[config.mk]
export PLATFORM = sky130hd
export DESIGN_NAME = vec_mem_unit_flat
export DESIGN_NICKNAME = d
export VERILOG_FILES = /design/src/rtl/vec_mem_if.sv /design/src/rtl/vec_mem_unit.sv /design/src/flat_wrapper.sv
export SDC_FILE = /design/constraint.sdc
export NUM_CORES = 1
export LEC_CHECK = 0
export BUFFER_PORTS_ARGS = -buffer_cell sky130_fd_sc_hd__buf_2
export CAP_MARGIN = 20
export CORE_AREA = 2 2 125 127
export CTS_BUF_LIST = sky130_fd_sc_hd__clkbuf_8 sky130_fd_sc_hd__clkbuf_16
export DETAILED_ROUTE_END_ITERATION = 6
export DIE_AREA = 0 0 127 129
export GPL_TIMING_DRIVEN = 0
export PLACE_DENSITY = 0.84
export SYNTH_ARGS = -nofsm -noshare
export SYNTH_HDL_FRONTEND = slang
export SYNTH_SLANG_ARGS = --single-unit
[constraint.sdc]
create_clock -name clk -period 5.33 [get_ports clk]
set_clock_uncertainty 0.2 [all_clocks]
set_input_delay 1.066 -clock clk [delete_from_list [all_inputs] [get_ports clk]]
set_output_delay 1.066 -clock clk [all_outputs]
set_load 0.005 [all_outputs]
[src/rtl/vec_mem_if.sv]
// Processor-control and data-memory bus of the vector memory unit.
interface vec_mem_if #(
    parameter int unsigned LANES = 8,
    parameter int unsigned EW    = 8,
    parameter int unsigned AW    = 16
);
    // processor control side
    logic                  cl_mem_st;
    logic [1:0]            cl_mem_op;
    logic [AW-1:0]         base_addr;
    logic [LANES*EW-1:0]   vec_wdata;
    logic [EW-1:0]         esc_wdata;
    logic                  mem_rdy;
    logic [LANES*EW-1:0]   vec_rdata;
    logic [EW-1:0]         esc_rdata;
    // data memory side
    logic [AW-1:0]         dmem_addr;
    logic                  dmem_we;
    logic [EW-1:0]         dmem_wdata;
    logic                  dmem_re;
    logic [EW-1:0]         dmem_rdata;

    // The memory unit itself.
    modport slave (
        input  cl_mem_st, cl_mem_op, base_addr, vec_wdata, esc_wdata, dmem_rdata,
        output mem_rdy, vec_rdata, esc_rdata, dmem_addr, dmem_we, dmem_wdata, dmem_re
    );

    // Processor control plus data memory surrounding the unit.
    modport master (
        output cl_mem_st, cl_mem_op, base_addr, vec_wdata, esc_wdata, dmem_rdata,
        input  mem_rdy, vec_rdata, esc_rdata, dmem_addr, dmem_we, dmem_wdata, dmem_re
    );
endinterface

[src/rtl/vec_mem_unit.sv]
// Vector/scalar load-store unit: sequences one data-memory access per element.
// op[1]=1 load, op[1]=0 store; op[0]=1 scalar (1 element), op[0]=0 vector (LANES).
module vec_mem_unit #(
    parameter int unsigned LANES = 8,
    parameter int unsigned EW    = 8,
    parameter int unsigned AW    = 16
) (
    input  logic      clk,
    input  logic      rst_n,
    vec_mem_if.slave  vm
);

    localparam int unsigned VW = LANES * EW;
    localparam int unsigned IW = (LANES > 1) ? $clog2(LANES) : 1;
    localparam logic [IW-1:0] LAST_V = IW'(LANES - 1);

    typedef enum logic [2:0] {IDLE, STORE, LOAD, LWAIT, DONE} state_t;

    state_t        state_q, state_d;
    logic [IW-1:0] idx_q, idx_d;
    logic [1:0]    op_q, op_d;
    logic [AW-1:0] base_q, base_d;
    logic [VW-1:0] vwd_q, vwd_d;
    logic [EW-1:0] ewd_q, ewd_d;
    logic          cap_q, cap_d;
    logic [IW-1:0] cap_idx_q, cap_idx_d;
    logic          rdy_q, rdy_d;
    logic          we_q, we_d;
    logic          re_q, re_d;
    logic [AW-1:0] addr_q, addr_d;
    logic [EW-1:0] wdata_q, wdata_d;
    logic [VW-1:0] vrd_q, vrd_d;
    logic [EW-1:0] erd_q, erd_d;
    logic          issue;
    logic [IW-1:0] last_idx;

    // Next-state, operand latching, read-data capture and registered strobe decode.
    always_comb begin
        state_d   = state_q;
        idx_d     = idx_q;
        op_d      = op_q;
        base_d    = base_q;
        vwd_d     = vwd_q;
        ewd_d     = ewd_q;
        cap_d     = 1'b0;
        cap_idx_d = idx_q;
        we_d      = 1'b0;
        re_d      = 1'b0;
        addr_d    = addr_q;
        wdata_d   = wdata_q;
        vrd_d     = vrd_q;
        erd_d     = erd_q;
        issue     = 1'b0;
        last_idx  = op_q[0] ? '0 : LAST_V;

        // Read data arrives the cycle after its strobe; file it under that strobe's index.
        if (cap_q) begin
            if (op_q[0]) begin
                erd_d = vm.dmem_rdata;
            end else begin
                vrd_d[cap_idx_q*EW +: EW] = vm.dmem_rdata;
            end
        end

        case (state_q)
            IDLE, DONE: begin
                state_d = IDLE;
                if (vm.cl_mem_st) begin
                    op_d    = vm.cl_mem_op;
                    base_d  = vm.base_addr;
                    vwd_d   = vm.vec_wdata;
                    ewd_d   = vm.esc_wdata;
                    idx_d   = '0;
                    state_d = vm.cl_mem_op[1] ? LOAD : STORE;
                    issue   = 1'b1;
                end
            end
            STORE, LOAD: begin
                cap_d     = (state_q == LOAD);
                cap_idx_d = idx_q;
                if (idx_q == last_idx) begin
                    state_d = (state_q == LOAD) ? LWAIT : DONE;
                end else begin
                    idx_d = idx_q + IW'(1);
                    issue = 1'b1;
                end
            end
            LWAIT: begin
                state_d = DONE;
            end
            default: begin
                state_d = IDLE;
            end
        endcase

        // Strobes for the element handled in the next cycle.
        if (issue) begin
            addr_d = base_d + AW'(idx_d);
            if (state_d == STORE) begin
                we_d    = 1'b1;
                wdata_d = op_d[0] ? ewd_d : vwd_d[idx_d*EW +: EW];
            end else begin
                re_d = 1'b1;
            end
        end

        rdy_d = (state_d == IDLE) || (state_d == DONE);
    end

    // State and output registers with asynchronous clear.
    always_ff @(posedge clk or negedge rst_n) begin
        if (!rst_n) begin
            state_q   <= IDLE;
            idx_q     <= '0;
            op_q      <= '0;
            base_q    <= '0;
            vwd_q     <= '0;
            ewd_q     <= '0;
            cap_q     <= 1'b0;
            cap_idx_q <= '0;
            rdy_q     <= 1'b1;
            we_q      <= 1'b0;
            re_q      <= 1'b0;
            addr_q    <= '0;
            wdata_q   <= '0;
            vrd_q     <= '0;
            erd_q     <= '0;
        end else begin
            state_q   <= state_d;
            idx_q     <= idx_d;
            op_q      <= op_d;
            base_q    <= base_d;
            vwd_q     <= vwd_d;
            ewd_q     <= ewd_d;
            cap_q     <= cap_d;
            cap_idx_q <= cap_idx_d;
            rdy_q     <= rdy_d;
            we_q      <= we_d;
            re_q      <= re_d;
            addr_q    <= addr_d;
            wdata_q   <= wdata_d;
            vrd_q     <= vrd_d;
            erd_q     <= erd_d;
        end
    end

    assign vm.mem_rdy    = rdy_q;
    assign vm.dmem_we    = we_q;
    assign vm.dmem_re    = re_q;
    assign vm.dmem_addr  = addr_q;
    assign vm.dmem_wdata = wdata_q;
    assign vm.vec_rdata  = vrd_q;
    assign vm.esc_rdata  = erd_q;

endmodule

[src/flat_wrapper.sv]
// flat-port wrapper written by rule: the top's interface ports become plain ports
module vec_mem_unit_flat 
#(
    parameter int unsigned LANES = 8,
    parameter int unsigned EW    = 8,
    parameter int unsigned AW    = 16
)
  (clk, rst_n, vm_cl_mem_st, vm_cl_mem_op, vm_base_addr, vm_vec_wdata, vm_esc_wdata, vm_dmem_rdata, vm_mem_rdy, vm_vec_rdata, vm_esc_rdata, vm_dmem_addr, vm_dmem_we, vm_dmem_wdata, vm_dmem_re);
  vec_mem_if #(.LANES(LANES), .EW(EW), .AW(AW)) vm_i ();
  input  logic clk;
  input  logic rst_n;
  input wire logic [$bits(vm_i.cl_mem_st)-1:0] vm_cl_mem_st;
  input wire logic [$bits(vm_i.cl_mem_op)-1:0] vm_cl_mem_op;
  input wire logic [$bits(vm_i.base_addr)-1:0] vm_base_addr;
  input wire logic [$bits(vm_i.vec_wdata)-1:0] vm_vec_wdata;
  input wire logic [$bits(vm_i.esc_wdata)-1:0] vm_esc_wdata;
  input wire logic [$bits(vm_i.dmem_rdata)-1:0] vm_dmem_rdata;
  output wire logic [$bits(vm_i.mem_rdy)-1:0] vm_mem_rdy;
  output wire logic [$bits(vm_i.vec_rdata)-1:0] vm_vec_rdata;
  output wire logic [$bits(vm_i.esc_rdata)-1:0] vm_esc_rdata;
  output wire logic [$bits(vm_i.dmem_addr)-1:0] vm_dmem_addr;
  output wire logic [$bits(vm_i.dmem_we)-1:0] vm_dmem_we;
  output wire logic [$bits(vm_i.dmem_wdata)-1:0] vm_dmem_wdata;
  output wire logic [$bits(vm_i.dmem_re)-1:0] vm_dmem_re;
  assign vm_i.cl_mem_st = vm_cl_mem_st;
  assign vm_i.cl_mem_op = vm_cl_mem_op;
  assign vm_i.base_addr = vm_base_addr;
  assign vm_i.vec_wdata = vm_vec_wdata;
  assign vm_i.esc_wdata = vm_esc_wdata;
  assign vm_i.dmem_rdata = vm_dmem_rdata;
  assign vm_mem_rdy = vm_i.mem_rdy;
  assign vm_vec_rdata = vm_i.vec_rdata;
  assign vm_esc_rdata = vm_i.esc_rdata;
  assign vm_dmem_addr = vm_i.dmem_addr;
  assign vm_dmem_we = vm_i.dmem_we;
  assign vm_dmem_wdata = vm_i.dmem_wdata;
  assign vm_dmem_re = vm_i.dmem_re;
  vec_mem_unit #(.LANES(LANES), .EW(EW), .AW(AW)) u_core (.clk(clk), .rst_n(rst_n), .vm(vm_i));
endmodule
======== Word-level counts from Yosys, hierarchy flattened ========
Index checks and enable logic that the tools add are counted.
cells by class
  $add $sub $neg .......................... 3
  equality and inequality tests ........... 7
  shift-type cells ........................ 3
  multiplexer cells ....................... 27
  bitwise operators ....................... 1
  reductions and logical operators ........ 8
operator list
  cell                                                   count
  two-way mux 64 bit                                     2
  bitwise mux 64 bit                                     1
  variable shift 8 x 34 -> 64 bit, first input constant  1
  indexed part select 64 x 7 -> 8 bit                    1
  indexed part select 8 x 34 -> 64 bit                   1
  negation 6 -> 34 bit                                   1
  two-way mux 16 bit                                     2
  two-way mux 8 bit                                      3
  two-way mux 3 bit                                      6
  adder 16 x 3 -> 16 bit                                 1
  two-way mux 1 bit                                      9
  one-hot mux 3 bit (3 select lines)                     1
  == test 3 x 1 -> 1 bit, second input constant          2
  == test 3 x 2 -> 1 bit, second input constant          2
  == test 3 bit, second input constant                   2
  logical NOT 3 bit                                      2
  one-hot mux 3 bit (2 select lines)                     1
  AND reduction 2 bit                                    3
  OR reduction 2 bit                                     2
  adder 3 x 1 -> 3 bit, second input constant            1
  == test 3 bit                                          1
  two-way mux 2 bit                                      1
  one-hot mux 1 bit (2 select lines)                     1
  logical OR 1 bit                                       1
  NOT 1 bit                                              1
word-level totals
  bits in registers ....................... 198
  bits of input ports ..................... 101
  output and inout bits ................... 99
  word-level logic and storage cells ...... 64

======== Longest topological paths before layout ========
  word-level depth ........................ 7
  depth in mapped cells ................... 16
  mapped depth without buffers ............ 12

======== Least setup slack after synthesis ========
Ideal clock, no wire load.
  path kind ............................... input-to-reg
  start point ............................. input vm_cl_mem_st
  end point ............................... register u_core.addr_q[12], in the netlist u_core.vm.dmem_addr[12]
  library setup time ...................... 137 ps
  arrival ................................. 3,860 ps
  data required time ...................... 4,993 ps
  slack ................................... 1,133 ps
  cell stages on the path ................. 15
  buffers on the path ..................... 5
  cells stage by stage .................... nor3b_4 > buf_2 > clkbuf_1 > buf_2 > buf_2 > nand2_1 > nand2_1 > ha_1 > fa_1 > a21oi_1 > or4_1 > buf_2 > nor3_2 > xnor2_1 > a21oi_1
on the way
  cells in the longest elaborated chain, start to end .. 3
  elaborated cells on any way between the ends .. 7
  classes of those cells .................. add/sub (1); mux (6)
RTL lines
  item                    line                 text
  start: declaration      flat_wrapper.sv:12   input wire logic [$bits(vm_i.cl_mem_st)-1:0] vm_cl_mem_st;
  two-way mux 16 bit      vec_mem_unit.sv:68   if (vm.cl_mem_st) begin
  two-way mux 16 bit      vec_mem_unit.sv:65   case (state_q)
  net u_core.base_d[0]    vec_mem_unit.sv:22   logic [AW-1:0] base_q, base_d;
  adder 16 x 3 -> 16 bit  vec_mem_unit.sv:98   addr_d = base_d + AW'(idx_d);
  end signal: assignment  vec_mem_unit.sv:140  addr_q <= addr_d;
  end: declaration        vec_mem_unit.sv:30   logic [AW-1:0] addr_q, addr_d;
The timed path passes the listed nets, and every way through them passes these cells.
A chain may end at the register's enable or synchronous reset.

======== Worst setup path after layout ========
Ends and elaborated chain as after synthesis.

==> flow_summary_export.csv <==
group,metric,value,unit
setup_path,crit_end,"u_core.vm.dmem_addr[12]",
global_route,grt_pass1_vias,6779,
clocking,cts_root_buf,"clkbuf_16",
synthesis,synthArstFlopShare,100,%
placement,place_congestion,0.856,
placement,dpl_cell_area,9790,um2
clocking,hold_buffers,0,
finish,fin_area,10400,um2
setup_path,arrival,4740,ps
floorplanning,die_area,16400,um2
setup_path,required,5430,ps
floorplanning,core,15000,um2
global_route,grt_usage,26.8,%
timing,fin_ws,682,ps
timing,rsz0062_at_grt,"no",
detailed_routing,via_per_inst,5.53,
synthesis,synth_top_flop_cell,"dfrtp_1",
global_route,gr-total-overflow,0,
setup_path,start_kind,"primary input",
synthesis,synthesis.area,8520,um2
pwr,powerDensity,663,nW/um2
detailed_routing,drc_errors,0,
synthesis,synth_top_area_cell,"dfrtp_1",
pwr,p_total,6.90,mW
setup_path,reg2reg_slack,920,ps
timing,max_freq,215,MHz
setup_path,worstRegToRegCells,16,
synthesis,ys_ff_latch,198,
clocking,clk_pin_slew_worst_paths,70,ps
timing,slew_violations,0,
placement,hpwlAfterDp,15.2,mm
clocking,postCtsSetupBuffers,0,
placement,dp_slack,247,ps
clocking,clock_latency,430,ps
detailed_routing,vias,6948,
detailed_routing,ant_nets,0,
global_route,grt_max_degree,127,
finish,n_fill_cell,1126,
finish,fin_nets,1163,
detailed_routing,wl,21.2,mm
detailed_routing,wire_per_inst,16.9,um
job,drv_cap,0,
timing,setup_tns,0,ps
finish,multiInputGateArea,3330,um2
synthesis,yosysWarnings,0,
setup_path,cp-end-kind,"flip-flop",
timing,worst_pin_slew,723,ps
pwr,p_leak,5.26,nW
setup_path,crit_type,"primary input to flip-flop",
finish,antenna_cells,0,
synthesis,yosys.area.top_type_share,57.8,%
worst_hold_path,holdPathStages,2,
floorplanning,initial_core_util,56.9,%
detailed_routing,drtPass1Iterations,5,
synthesis,ys_types,51,
clocking,ctsHtreeMaxLevel,4,
synthesis,syn_avg_cell_area,10.2,um2
synthesis,synth_cells,835,
finish,regArea,4960,um2
setup_path,r2r_start,"u_core.state_q[0]",
detailed_routing,drt-initial-drc-count,509,
synthesis,ys_seq_area_share,58.1,%
timing,slew_headroom,51.4,%
synthesis,synth_nets,943,
clocking,cts.path.max_buffers,2,
floorplanning,die_h,129,um
finish,drive_gt1_share,28.9,%
floorplanning,placementRows,45,
floorplanning,ios,200,
clocking,clkSinkCount,198,
timing,min_period_over_period,87.2,%
placement,numPortBuffers,199,
synthesis,synth_edf_count,0,
setup_path,cp_max_fo,10,
worst_hold_path,hold_path.class,"flip-flop to flip-flop",
global_route,grt_pass1_wl,34.1,mm
status,status,"complete, no violations",
finish,syn_to_final_growth,22.2,%
synthesis,synth_area_leaders,"dfrtp_1 (58%), nand2_1 (13%), mux2_2 (7.3%)",
floorplanning,die-width,127,um
finish,fin_util,69.6,%
timing,min_period,4650,ps
global_route,antenna_found_initial,0,
pwr,ir_drop,0.322,mV
clocking,cts_resized,0,
clocking,cts_tree,"yes",
setup_path,critPathLaunch,"vm_cl_mem_st",
timing,final_hold_viol_count,0,
clocking,numCtsBuffers,17,
timing,setup_violations,0,
setup_path,rr_endpoint,"u_core.vm.dmem_addr[12]",
## layer usage
metal	part of all wire, %	routed length, um	GRT usage, %	vias to the layer above
met5	0	0	0	-
met4	1.9	412	9.37	0
met3	7.3	1540	5.45	32
met2	49	10400	44.2	290
met1	42	8870	35.8	3382
li1	-	-	-	3244
## Yosys cell counts, types with 2 or more instances
cell type	number
a21o_1	11
inv_1	18
buf_2	9
nand3_1	4
o21ai_0	56
mux2_2	55
mux2i_1	28
xnor2_1	13
nand2b_1	5
nand4_1	10
clkbuf_1	25
o211a_1	8
o31ai_1	2
a31oi_1	2
nand2_1	290
a21oi_1	14
nor3_2	2
a211oi_1	16
dfrtp_1	197
nor2b_1	5
nor3_1	5
nor2_1	26
ha_1	6
## cells in the final DEF, fill, tap and decap left out, drive strengths merged, types with 2 or more instances in the layout
master    count
nand2       290
buf         213
dfrtp       197
o21ai        57
mux2         55
clkbuf       43
mux2i        28
nor2         26
inv          25
a211oi       16
a21oi        14
xnor2        13
a21o         11
nand4        10
o211a         8
nor3          7
ha            6
nand2b        5
nor2b         5
nand3         4
clkinv        4
a31oi         2
o31ai         2
bufinv        2
clkinvlp      2
nor3b         2
or3           2
or4           2
## how the worst min path moves through the flow
stage | start | end | slack (ps)
global placement | u_core.vm.dmem_addr[1] | u_core.vm.dmem_addr[1] | 250
floorplan | u_core.vwd_q[56] | u_core.vwd_q[56] | 240
detailed placement | u_core.vwd_q[61] | u_core.vwd_q[61] | 250
global route | u_core.ewd_q[2] | u_core.ewd_q[2] | 290
CTS | u_core.vwd_q[61] | u_core.vwd_q[61] | 270
finish | u_core.vm.dmem_addr[0] | u_core.vm.dmem_addr[0] | 270
## registers in the layout, summed over array words and instances, names as in the netlist
register,flops
u_core.vm.vec_rdata,64
u_core.vwd_q,64
u_core.base_q,16
u_core.vm.dmem_addr,16
u_core.ewd_q,8
u_core.vm.dmem_wdata,8
u_core.vm.esc_rdata,8
u_core.cap_idx_d,3
u_core.cap_idx_q,3
u_core.state_q,3
u_core.cap_q,1
u_core.op_q,1
u_core.vm.dmem_re,1
u_core.vm.dmem_we,1
u_core.vm.mem_rdy,1
## cell type report
class | count | area share, %
Tap cell | 188 | 2.26
Sequential cell | 198 | 47.6
Buffer | 37 | 1.55
Timing Repair Buffer | 201 | 9.97
Clock inverter | 14 | 1.75
Multi-Input combinational cell | 581 | 32.0
Inverter | 19 | 0.685
Clock buffer | 18 | 4.22
## report_power, final
| part | internal (mW) | total [mW] | switching (mW) |
|---|---|---|---|
| clock network | 0.728 | 1.34 | 0.609 |
| logic | 1.29 | 3.01 | 1.72 |
| registers | 2.24 | 2.56 | 0.325 |
| total | 4.25 | 6.90 | 2.65 |
## worst max-delay path: stages
cell,delay (ps)
buf_2,120
nor3b_4,300
buf_2,330
clkbuf_1,540
buf_2,360
buf_2,270
nand2_1,90
nand2_1,80
ha_1,180
fa_1,220
a21oi_1,120
or4_1,470
buf_2,170
nor3_2,200
xnor2_1,140
a21oi_1,80
## cell families (layout without fill, tap and decap cells)
group	after synthesis	in the layout	synth area share, %
AND/OR/NAND/NOR	359	359	17.4
flip-flops	198	198	58.1
buffers and inverters	56	289	2.73
XOR/XNOR	13	13	1.34
AO/OA/AOI/OAI	119	119	8.73
adder cells (fa/ha/maj)	7	7	1.12
multiplexers	83	83	10.6
## stage by stage
step                      hold slack [ps]  instances
after floorplan                       236        835
after global placement                249       1222
after detailed placement              254       1223
after CTS                             272       1255
after global routing                  292       1256
final                                 269       1256
(Power assumes the default switching activity.)
